--- src/rtl/floor_pkg.sv ---
// Shared constants and types for the floor renderer slice.
// Used by floor_addr_gen and floor_renderer (optional macro FLOOR_FRAME_LATCH_EN lives in the top).
package floor_pkg;

  localparam int SCREEN_W        = 640;
  localparam int FLOOR_Y_TOP     = 400;
  localparam int FLOOR_HEIGHT    = 80;
  localparam int COLOR_W         = 24;
  localparam int FLOOR_ROM_DEPTH = FLOOR_HEIGHT * SCREEN_W;

  localparam logic [COLOR_W-1:0] TRANSPARENT_KEY = 24'hFF00FF;

  typedef logic [COLOR_W-1:0] color_t;
  typedef logic [15:0]        floor_addr_t;

  // The animator may hand us exactly SCREEN_W, which is the same scroll position as 0.
  function automatic logic [9:0] clamp_offset(input logic [11:0] off);
    return (off >= 12'(SCREEN_W)) ? 10'd0 : off[9:0];
  endfunction

endpackage

--- src/rtl/floor_addr_gen.sv ---
// Combinational floor-band detect and scrolled sprite ROM address for one pixel.
module floor_addr_gen
  import floor_pkg::*;
(
  input  logic [9:0]  x,
  input  logic [8:0]  y,
  input  logic [9:0]  offset,
  output logic        in_floor,
  output floor_addr_t addr
);

  logic [10:0] col_sum;
  logic [10:0] col;
  logic [8:0]  row;

  // A single conditional subtract suffices because the offset is already below SCREEN_W.
  always_comb begin
    in_floor = (y >= 9'(FLOOR_Y_TOP)) && (y < 9'(FLOOR_Y_TOP + FLOOR_HEIGHT));
    col_sum  = {1'b0, x} + {1'b0, offset};
    col      = (col_sum >= 11'(SCREEN_W)) ? col_sum - 11'(SCREEN_W) : col_sum;
    row      = y - 9'(FLOOR_Y_TOP);
    addr     = floor_addr_t'(row) * floor_addr_t'(SCREEN_W) + floor_addr_t'(col);
  end

endmodule

--- src/rtl/floor_renderer.sv ---
// Three-stage floor pixel pipeline: address, synchronous ROM read, colour/hit.
// FLOOR_FRAME_LATCH_EN: when defined the scroll offset is latched on frame_start (tear-free).
module floor_renderer
  import floor_pkg::*;
(
  input  logic        clk,
  input  logic        reset,
  input  logic [11:0] floor_offset,
  input  logic        frame_start,
  input  logic        in_valid,
  input  logic [9:0]  x,
  input  logic [8:0]  y,
  output floor_addr_t rom_addr,
  input  color_t      rom_data,
  output logic        out_valid,
  output logic        floor_hit,
  output color_t      color
);

  logic [9:0]  live_offset;
  logic [9:0]  stage_offset;
  logic        in_floor;
  floor_addr_t gen_addr;

  assign live_offset = clamp_offset(floor_offset);

`ifdef FLOOR_FRAME_LATCH_EN
  logic [9:0] offset_shadow_d, offset_shadow_q;

  // A request coinciding with frame_start still sees the old shadow value.
  always_comb begin
    offset_shadow_d = frame_start ? live_offset : offset_shadow_q;
  end

  always_ff @(posedge clk) begin
    if (reset) offset_shadow_q <= '0;
    else       offset_shadow_q <= offset_shadow_d;
  end

  assign stage_offset = offset_shadow_q;
`else
  logic unused_frame_start;
  assign unused_frame_start = frame_start;
  assign stage_offset       = live_offset;
`endif

  floor_addr_gen u_addr_gen (
    .x        (x),
    .y        (y),
    .offset   (stage_offset),
    .in_floor (in_floor),
    .addr     (gen_addr)
  );

  floor_addr_t rom_addr_d, rom_addr_q;
  logic        v1_d, v1_q, f1_d, f1_q;
  logic        v2_d, v2_q, f2_d, f2_q;
  logic        out_valid_d, out_valid_q;
  logic        floor_hit_d, floor_hit_q;
  color_t      color_d, color_q;

  always_comb begin
    rom_addr_d  = in_floor ? gen_addr : rom_addr_q;
    v1_d        = in_valid;
    f1_d        = in_floor;
    v2_d        = v1_q;
    f2_d        = f1_q;
    out_valid_d = v2_q;
    floor_hit_d = v2_q && f2_q && (rom_data != TRANSPARENT_KEY);
    color_d     = floor_hit_d ? rom_data : '0;
  end

  always_ff @(posedge clk) begin
    if (reset) begin
      rom_addr_q  <= '0;
      v1_q        <= 1'b0;
      f1_q        <= 1'b0;
      v2_q        <= 1'b0;
      f2_q        <= 1'b0;
      out_valid_q <= 1'b0;
      floor_hit_q <= 1'b0;
      color_q     <= '0;
    end else begin
      rom_addr_q  <= rom_addr_d;
      v1_q        <= v1_d;
      f1_q        <= f1_d;
      v2_q        <= v2_d;
      f2_q        <= f2_d;
      out_valid_q <= out_valid_d;
      floor_hit_q <= floor_hit_d;
      color_q     <= color_d;
    end
  end

  assign rom_addr  = rom_addr_q;
  assign out_valid = out_valid_q;
  assign floor_hit = floor_hit_q;
  assign color     = color_q;

endmodule

--- config.mk ---
export PLATFORM = sky130hd
export DESIGN_NAME = floor_renderer
export DESIGN_NICKNAME = d
export VERILOG_FILES = /design/src/rtl/floor_pkg.sv /design/src/rtl/floor_addr_gen.sv /design/src/rtl/floor_renderer.sv
export SDC_FILE = /design/constraint.sdc
export NUM_CORES = 1
export LEC_CHECK = 0
export CELL_PAD_IN_SITES_DETAIL_PLACEMENT = 1
export CELL_PAD_IN_SITES_GLOBAL_PLACEMENT = 1
export CORE_MARGIN = 10
export CORE_UTILIZATION = 29
export DETAILED_ROUTE_END_ITERATION = 6
export PLACE_DENSITY = 0.73
export SYNTH_ARGS = -nofsm -noshare
export SYNTH_HDL_FRONTEND = slang
export SYNTH_SLANG_ARGS = --single-unit
--- constraint.sdc ---
create_clock -name clk -period 5.1 [get_ports clk]
set_input_delay 1.02 -clock clk [delete_from_list [all_inputs] [get_ports clk]]
set_output_delay 1.02 -clock clk [all_outputs]
set_load 0.02 [all_outputs]
After elaboration in Yosys (flattened, before gate mapping)
Cells that the tools add are included.
{"block": "op_classes", "add_sub_neg": 4, "n_mul": 1, "n_div": 0, "magnitude_cmp": 4, "n_eq_ne": 1, "n_shift": 0, "n_mux": 2, "n_bitwise": 1, "n_reduce_logical": 4}
{"operator": "$ne A24 B24 Y1 const B", "count": 1}
{"operator": "$add A16 B11 Y16", "count": 1}
{"operator": "$ge A12 B10 Y1 const B", "count": 1}
{"operator": "$add A10 B10 Y11", "count": 1}
{"operator": "$ge A11 B10 Y1 const B", "count": 1}
{"operator": "$mux W11", "count": 1}
{"operator": "$sub A11 B10 Y11 const B", "count": 1}
{"operator": "$mux W10", "count": 1}
{"operator": "$ge A9 B9 Y1 const B", "count": 1}
{"operator": "$lt A9 B9 Y1 const B", "count": 1}
{"operator": "$mul A9 B3 Y9 const B", "count": 1}
{"operator": "$sub A9 B9 Y9 const B", "count": 1}
{"operator": "$logic_and A1 B1 Y1", "count": 3}
{"operator": "$reduce_or A2 Y1", "count": 1}
{"operator": "$not A1 Y1", "count": 1}
{"block": "totals", "regBits": 46, "latch_bits": 0, "ram_bits": 0, "rom_bits": 0, "inputBits": 59, "output_inout_bits": 42, "word_cells": 25, "n_memories": 0}

Longest topological paths before layout
Gate-level depths: netlist of the first run.
{"block": "logic_depth", "ltp_word": 6, "mapped_depth": 22}

Cells and area by module
A second synthesis of the first run with hierarchy kept.
{"block": "unflattened", "hier_cells": 317, "hier_area_um2": 2841.5}
{"module": "floor_renderer", "instances": 1, "cells_per_inst": 154, "area_per_inst_um2": 1576.5, "seq_area_each_um2": 920.9}
{"module": "floor_addr_gen", "instances": 1, "cells_per_inst": 163, "area_per_inst_um2": 1265.0, "seq_area_each_um2": 0.0}

Least setup slack after synthesis of the first run
No wires, ideal clock.
{"block": "synth_path", "kind": "input-to-reg", "start": "input floor_offset[8]", "end": "register rom_addr_q[15] (netlist: rom_addr[15])", "setup_time_ns": 0.086, "arrival_time_ns": 5.473, "slack_ns": -0.458, "stages": 22, "n_path_buf": 0, "path_cell_list": "o21a_1 nor3_1 and2_1 ha_1 a21o_1 a22o_1 a311o_2 xor2_1 inv_1 ha_1 inv_1 a21o_1 mux2i_1 ha_1 inv_1 fa_1 nor2b_1 o22ai_1 nor3b_1 nand3_1 xnor3_1 a211oi_1"}
{"block": "synth_via", "elab_chain_cells": 6, "elab_cells_between_ends": 7, "classes_between": "add/sub (3); order compare (2); mux (2)"}
{"element": "from (decl)", "line_no": "floor_renderer.sv:8", "rtl": "input logic [11:0] floor_offset,"}
{"element": "$ge A12 B10 Y1", "line_no": "floor_pkg.sv:18", "rtl": "return (off >= 12'(SCREEN_W)) ? 10'd0 : off[9:0];"}
{"element": "$mux W10 (*)", "line_no": "floor_pkg.sv:18"}
{"element": "$add A10 B10 Y11 (*)", "line_no": "floor_addr_gen.sv:19", "rtl": "col_sum = {1'b0, x} + {1'b0, offset};"}
{"element": "$sub A11 B10 Y11 or $ge A11 B10 Y1 (tied branches)", "line_no": "floor_addr_gen.sv:20", "rtl": "col = (col_sum >= 11'(SCREEN_W)) ? col_sum - 11'(SCREEN_W) : col_sum;"}
{"element": "$mux W11 (*)", "line_no": "floor_addr_gen.sv:20"}
{"element": "$add A16 B11 Y16 (*)", "line_no": "floor_addr_gen.sv:22", "rtl": "addr = floor_addr_t'(row) * floor_addr_t'(SCREEN_W) + floor_addr_t'(col);"}
{"element": "to (signal assigned)", "line_no": "floor_renderer.sv:84", "rtl": "rom_addr_q <= rom_addr_d;"}
{"element": "to (decl)", "line_no": "floor_renderer.sv:55", "rtl": "floor_addr_t rom_addr_d, rom_addr_q;"}
Every way passes the cells marked *; elsewhere a longest branch is shown, timed or not.
A chain may end at the register's enable or synchronous reset.

Worst setup path after layout of the first run
{"block": "layout_path", "start": "input floor_offset[9]", "end": "register rom_addr_q[12] (netlist: rom_addr[12])"}
Same word-level chain as after synthesis.

==> out/summary.md, run 1 <==
## Worst setup path
• 5.29 ns — endpoint required time on the critical path
• out_valid_d — launch instance of the worst register-to-register path
• in -> reg — critical path type
• floor_offset[9] — crit path from
• 6 — Worst Path Max Fanout
• 5.21 ns — Crit path arrival time
• input pin — Worst Setup Start Kind
• register — kind of end point of the critical path

## Global routing
• 12.54% — overall global routing resource usage
• 26 — pin count of the biggest net entering global routing
• 0 — initial antenna violation count
• 0 — GR Overflow Total
• 13,780 microns — first-pass GRT wire length
• 2,974 — via count of the first global-routing pass

## Routing
• 0 — Antenna Violating Nets Remaining
• 4 — first-pass iteration count of the detailed router
• 8573 microns — wire length reported by the detailed router
• 0 — DR DRC count
• 15.15 microns — average wire per standard cell
• 2,668 — via count
• 4.714 — vias per inst
• 75 — starting DRC count in detailed routing

## Timing
• 0.08444 ns — fin worst setup slack
• 0 — final count of hold timing violations
• 0 — number of slew-limit violations in the final report
• 5.016 ns — minimum period implied by the final worst setup slack
• 0 — final setup vio count
• 98.34% — share of the cycle needed by the critical path after routing
• 0.001928 ns — clock skew after layout
• yes — unrepaired setup endpoints after global routing
• 45.17% — Slew Limit Headroom
• 0.8200 ns — slew at the pin with the worst max-slew slack
• 199.4 MHz — Fmax

## Logic synthesis
• 297 — Gate Count Post-Synth
• 387 — Post-Synthesis Net Count
• sky130_fd_sc_hd__dfxtp_1 — most used flip-flop cell after synthesis
• 51 — post-synth cell types
• 9.053 sq um — Avg Inst Size Synth
• 2689 sq um — cell area after technology mapping
• 46 — flip-flop and latch count after synthesis
• 34.25% — register area share after synthesis
• 0% — fraction of registers with async set or reset after synthesis
• 0 — Post-synth EDFFs
• 0 — warning count from the yosys run

## Hold path
• reg -> reg — worst min path class
• v1_q — worst hold path startpoint

## Final layout
• sky130_fd_sc_hd__clkdlybuf4s50_1, sky130_fd_sc_hd__buf_4, sky130_fd_sc_hd__dfxtp_1 — most frequent cells in the layout
• 66.73% — Layout Area Growth over Synthesis
• sky130_fd_sc_hd__clkdlybuf4s50_1 — most frequent standard cell in the layout excluding fill and tap cells
• 566 — filler-free cell count of the finished design
• 48.98% — Final Util
• 23.74% — fraction of final layout cells sized beyond drive strength 1
• 545 — fin nets
• 0 — Antenna diodes

## Floorplanning
• 116.3 microns — Die Span X
• 101 — # IOs
• 9153 sq um — placeable core area
• 35 — cell row count
• 13,520 sq um — Die ar.
• 116.3 microns — Die Span Y
• 29.38% — Initial Util

## Place
• 99 — count of port buffers added during placement
• 7166 microns — HPWL after DPL
• 0.7322 — weighted congestion at the end of routability-driven global placement
• 547 — number of cells after detailed placement
• -0.7897 ns — worst slack at placement

## Pwr
• 29.64% — switching portion of total power
• 212.9 nW/um^2 — total power density per cell area
• 0.2829 mW — Switching Power
• 0.6716 mW — internal power summed over all cells
• 39.2% — share of total power in sequential cells
• 38.8% — combinational cell fraction of total power
• 1.915 nW — Leakage
• 21.9% — Clock Power Share
• 0.00009676 V — largest vdd supply drop

## Clock tree
• 0 — CTS Hold Bufs
• sky130_fd_sc_hd__clkbuf_8 — clock tree root buffer cell
• 2 — number of H-tree levels
• 46 — Num Clock Sinks
• 5 — total CTS buffers
• 0.08 ns — clock-pin slew of the registers on the worst-case setup and hold paths
• 2 — Longest Clk Path Bufs
• 0.29 ns — later-pin clock latency in the skew report
• done — TritonCTS clock tree

## Run status
• finished, final reports clean — outcome

## Job
• 0 — max cap viols

-- power groups by stage --
stage          Clock [mW]  Sequential (mW)  Combinational, mW
3_3_place_gp            0            0.383              0.328
4_1_cts             0.219            0.375              0.354
3_5_place_dp            0            0.383              0.340
2_1_floorplan           0            0.393              0.177
6_report            0.209            0.374              0.371
5_1_grt             0.235            0.376              0.412
-- flip-flops by register name, summed over array words and instances (netlist names) --
| name | count |
|---|---|
| color | 24 |
| rom_addr | 16 |
| f1_q | 1 |
| f2_q | 1 |
| floor_hit | 1 |
| out_valid | 1 |
| out_valid_d | 1 |
| v1_q | 1 |
-- area by class of cell --
type,count,area (sq um)
Clock inverter,1,7.507
Timing Repair Buffer,159,1444
Clock buffer,6,72.57
Inverter,15,56.30
Sequential cell,46,920.9
Multi-Input combinational cell,228,1843
Fill cell,1034,4669
Tap cell,111,138.9
-- metrics by stage --
stage	hold slack (ns)	area (sq um)	total power, mW	setup TNS [ns]
floorplan	0.4138	2764	0.5703	0
global placement	0.4171	4215	0.7103	-2.670
detailed placement	0.4247	4215	0.7225	-3.505
CTS	0.4446	4375	0.9485	-0.03113
global route	0.4669	4483	1.022	-0.7363
finish	0.4431	4483	0.9545	0
-- worst max-delay path, cell delays in order --
cell	delay (ns)
sky130_fd_sc_hd__buf_2	0.09
sky130_fd_sc_hd__o21a_1	0.16
sky130_fd_sc_hd__nor3_4	0.06
sky130_fd_sc_hd__buf_4	0.12
sky130_fd_sc_hd__buf_2	0.13
sky130_fd_sc_hd__and2_1	0.15
sky130_fd_sc_hd__ha_1	0.30
sky130_fd_sc_hd__buf_4	0.15
sky130_fd_sc_hd__and3_2	0.20
sky130_fd_sc_hd__a22oi_2	0.05
sky130_fd_sc_hd__a211o_1	0.33
sky130_fd_sc_hd__xnor2_2	0.21
sky130_fd_sc_hd__ha_4	0.18
sky130_fd_sc_hd__inv_2	0.04
sky130_fd_sc_hd__a21o_1	0.17
sky130_fd_sc_hd__buf_4	0.14
sky130_fd_sc_hd__buf_6	0.10
sky130_fd_sc_hd__buf_4	0.12
sky130_fd_sc_hd__a221o_1	0.34
sky130_fd_sc_hd__ha_1	0.27
sky130_fd_sc_hd__a21o_1	0.21
sky130_fd_sc_hd__a21oi_2	0.15
sky130_fd_sc_hd__nor3_2	0.06
sky130_fd_sc_hd__buf_4	0.14
sky130_fd_sc_hd__xnor2_1	0.11
sky130_fd_sc_hd__a211oi_1	0.18
-- logic make-up (layout without fill, tap and decap cells) --
family | count (synthesis) | after routing | share of synthesized area, %
buffers and inverters | 23 | 181 | 3.536
adders and majority gates | 31 | 31 | 15.26
muxes | 2 | 2 | 0.7446
xor gates and xnor gates | 24 | 24 | 8.609
AOI/OAI and AO/OA | 57 | 57 | 14.15
DFF | 46 | 46 | 34.25
and+or+nand+nor | 114 | 114 | 23.45
-- per-layer routing --
metal  routed length [microns]  up-vias  global-route usage (%)
met5                         0        -                       0
met4                        63        0                   2.502
met3                       469        5                   2.568
met2                      4388       73                   23.79
met1                      3652     1240                   14.00
li1                          -     1350                       -
-- path summary, 6_finish.rpt --
path | end | slack [ns] | depth (start not counted)
setup / recovery | rom_addr[12] | 0.08 | 26
hold / removal | out_valid_d | 0.44 | 1
setup reg to reg | color[0] | 3.90 | 5
hold reg to reg | out_valid_d | 0.44 | 1
-- timing repair --
action                                  CTS  global route
gates resized for setup                  24            15
setup buffers                             8             3
endpoints found under the setup margin    6             6
pin swaps                                13            17
cloned                                    1             0
-- cell usage after synthesis, types with 2 or more instances --
master / count / area, sq um
sky130_fd_sc_hd__nand2_1: 20 / 75.07
sky130_fd_sc_hd__a211oi_1: 7 / 52.55
sky130_fd_sc_hd__nor2b_1: 6 / 37.54
sky130_fd_sc_hd__and3_1: 2 / 12.51
sky130_fd_sc_hd__nand3_1: 4 / 20.02
sky130_fd_sc_hd__o21ai_0: 5 / 25.02
sky130_fd_sc_hd__clkbuf_1: 6 / 22.52
sky130_fd_sc_hd__a31oi_1: 2 / 12.51
sky130_fd_sc_hd__a21oi_1: 21 / 105.1
sky130_fd_sc_hd__a21o_1: 7 / 52.55
sky130_fd_sc_hd__nor2_1: 18 / 67.56
sky130_fd_sc_hd__ha_1: 28 / 350.3
sky130_fd_sc_hd__nand4_1: 3 / 18.77
sky130_fd_sc_hd__o21bai_1: 2 / 15.01
sky130_fd_sc_hd__fa_1: 3 / 60.06
sky130_fd_sc_hd__xnor2_1: 15 / 131.4
sky130_fd_sc_hd__and2_1: 34 / 212.7
sky130_fd_sc_hd__dfxtp_1: 46 / 920.9
sky130_fd_sc_hd__inv_1: 15 / 56.30
sky130_fd_sc_hd__or4b_1: 2 / 20.02
sky130_fd_sc_hd__nor3_1: 11 / 55.05
sky130_fd_sc_hd__a221oi_1: 3 / 26.28
sky130_fd_sc_hd__and3_2: 2 / 15.01
sky130_fd_sc_hd__mux2i_1: 2 / 20.02
sky130_fd_sc_hd__xor2_1: 7 / 61.31
(Power assumes the default switching activity.)
==> inputs of run 2 (changes only) <==
--- a/config.mk
+++ b/config.mk
@@ -9,6 +9,7 @@
 export CELL_PAD_IN_SITES_GLOBAL_PLACEMENT = 1
 export CORE_MARGIN = 10
 export CORE_UTILIZATION = 29
+export CTS_BUF_LIST = sky130_fd_sc_hd__clkbuf_8 sky130_fd_sc_hd__clkbuf_16
 export DETAILED_ROUTE_END_ITERATION = 6
 export PLACE_DENSITY = 0.73
 export SYNTH_ARGS = -nofsm -noshare
==> out/summary.md, run 2 (synthesis results as in run 1) <==
## Final layout
• sky130_fd_sc_hd__clkdlybuf4s50_1, sky130_fd_sc_hd__buf_4, sky130_fd_sc_hd__dfxtp_1 — most frequent cells in the layout
• 0 — Antenna diodes
• sky130_fd_sc_hd__clkdlybuf4s50_1 — most frequent standard cell in the layout excluding fill and tap cells
• 1843 sq um — multi-input combinational cell area
• 24 — flip-flop count of the largest register after layout
• 4483 sq um — final design instance area without fill
• 23.74% — fraction of final layout cells sized beyond drive strength 1
• 545 — fin nets
• 1,034 — filler cell count
• 920.9 sq um — Storage cell area
• 66.73% — Layout Area Growth over Synthesis

## Floorplanning
• 116.3 microns — Die Span Y
• 35 — cell row count
• 29.38% — Initial Util
• 101 — # IOs
• 13,520 sq um — Die ar.
• 116.3 microns — Die Span X
• 9153 sq um — placeable core area

## Timing
• 0 — final setup vio count
• 0.08444 ns — fin worst setup slack
• 0.8200 ns — slew at the pin with the worst max-slew slack
• 5.016 ns — minimum period implied by the final worst setup slack
• 0 — final count of hold timing violations
• 0.001928 ns — clock skew after layout
• 98.34% — share of the cycle needed by the critical path after routing
• 45.16% — Slew Limit Headroom
• yes — unrepaired setup endpoints after global routing
• 0 — number of slew-limit violations in the final report
• 199.4 MHz — Fmax

## Pwr
• 0.9522 mW — Overall Power
• 212.4 nW/um^2 — total power density per cell area
• 1.919 nW — Leakage
• 0.00009676 V — largest vdd supply drop

## Place
• -0.7897 ns — worst slack at placement
• 7166 microns — HPWL after DPL
• 4215 sq um — total placed instance area
• 0.7322 — weighted congestion at the end of routability-driven global placement
• 99 — count of port buffers added during placement

## Routing
• 4.712 — vias per inst
• 4 — first-pass iteration count of the detailed router
• 8570 microns — wire length reported by the detailed router
• 15.14 microns — average wire per standard cell
• 0 — DR DRC count
• 2,667 — via count
• 75 — starting DRC count in detailed routing
• 0 — Antenna Violating Nets Remaining

## Clock tree
• 0.08 ns — clock-pin slew of the registers on the worst-case setup and hold paths
• 2 — Longest Clk Path Bufs
• 0.29 ns — later-pin clock latency in the skew report
• 0 — CTS Hold Bufs
• 5 — total CTS buffers
• 2 — number of H-tree levels
• 46 — Num Clock Sinks
• done — TritonCTS clock tree
• sky130_fd_sc_hd__clkbuf_8 — clock tree root buffer cell

## Global routing
• 0 — initial antenna violation count
• 26 — pin count of the biggest net entering global routing
• 0 — GR Overflow Total
• 12.54% — overall global routing resource usage
• 2,974 — via count of the first global-routing pass
• 13,780 microns — first-pass GRT wire length

## Worst setup path
• 5.21 ns — Crit path arrival time
• register — kind of end point of the critical path
• 0.34 ns — Worst path max stage delay
• 5.29 ns — endpoint required time on the critical path
• sky130_fd_sc_hd__buf_4 — most prevalent standard cell on the critical path
• in -> reg — critical path type
• sky130_fd_sc_hd__a221o_1 — library cell contributing the largest single delay on the critical path
• 6 — Worst Path Max Fanout
• input pin — Worst Setup Start Kind

## Run status
• finished, final reports clean — outcome

## Hold path
• reg -> reg — worst min path class

## Job
• 0 — max cap viols

[run 2: cell types whose count changed in the layout (fill, tap and decap cells not counted), sizes merged]
cell    previous run  this run
clkbuf             6         5
inv               15        16
[run 2: stage by stage]
stage	TNS, ns	std cells	hold WS (ns)	utilization (%)
after global routing	-0.7359	566	0.4669	48.98
final	0	566	0.4431	48.98
after CTS	-0.03066	563	0.4446	47.81
after global placement	-2.670	547	0.4171	46.06
after detailed placement	-3.505	547	0.4247	46.06
after floorplan	0	297	0.4138	-
[run 2: repair_timing]
item                       in CTS  in global routing
gates cloned                    1                  0
pin swaps                      13                 17
setup endpoints to repair       6                  6
hold endpoints to repair        0                  0
setup buffers                   8                  3
gates resized for setup        24                 15
[run 2: final timing paths]
check	startpoint	endpoint	slack, ns	cells after the start
hold / removal	v1_q	out_valid_d	0.44	1
setup reg to reg	out_valid_d	color[0]	3.90	5
setup / recovery	floor_offset[9]	rom_addr[12]	0.08	26
hold reg to reg	v1_q	out_valid_d	0.44	1
[run 2: cell type report]
cell class	instances	area share (%)
clock buffer	5	1.535
clock inverter	2	0.2512
inverter	15	1.256
multi-input combinational	228	41.11
sequential	46	20.54
tap	111	3.098
timing repair buffer	159	32.21
[run 2: per-layer routing]
metal,share of wire (%),wire length (microns),track usage [%]
met1,42,3641,14.00
met2,51,4396,23.79
met3,5.5,469,2.568
met4,0.74,63,2.502
met5,0,0,0
[run 2: where the power goes]
part	switching, mW	total [mW]	internal (mW)
clock network	0.115	0.207	0.0921
registers	0.00503	0.374	0.369
logic	0.163	0.371	0.208
total	0.283	0.952	0.670
[run 2: worst max-delay path: cells and delay by family]
| kind | cells | cell delay [ns] |
|---|---|---|
| compound gates | 8 | 1.59 |
| buf+inv | 9 | 1.03 |
| fa+ha+maj | 3 | 0.75 |
| simple gates | 4 | 0.47 |
| xor+xnor | 2 | 0.32 |
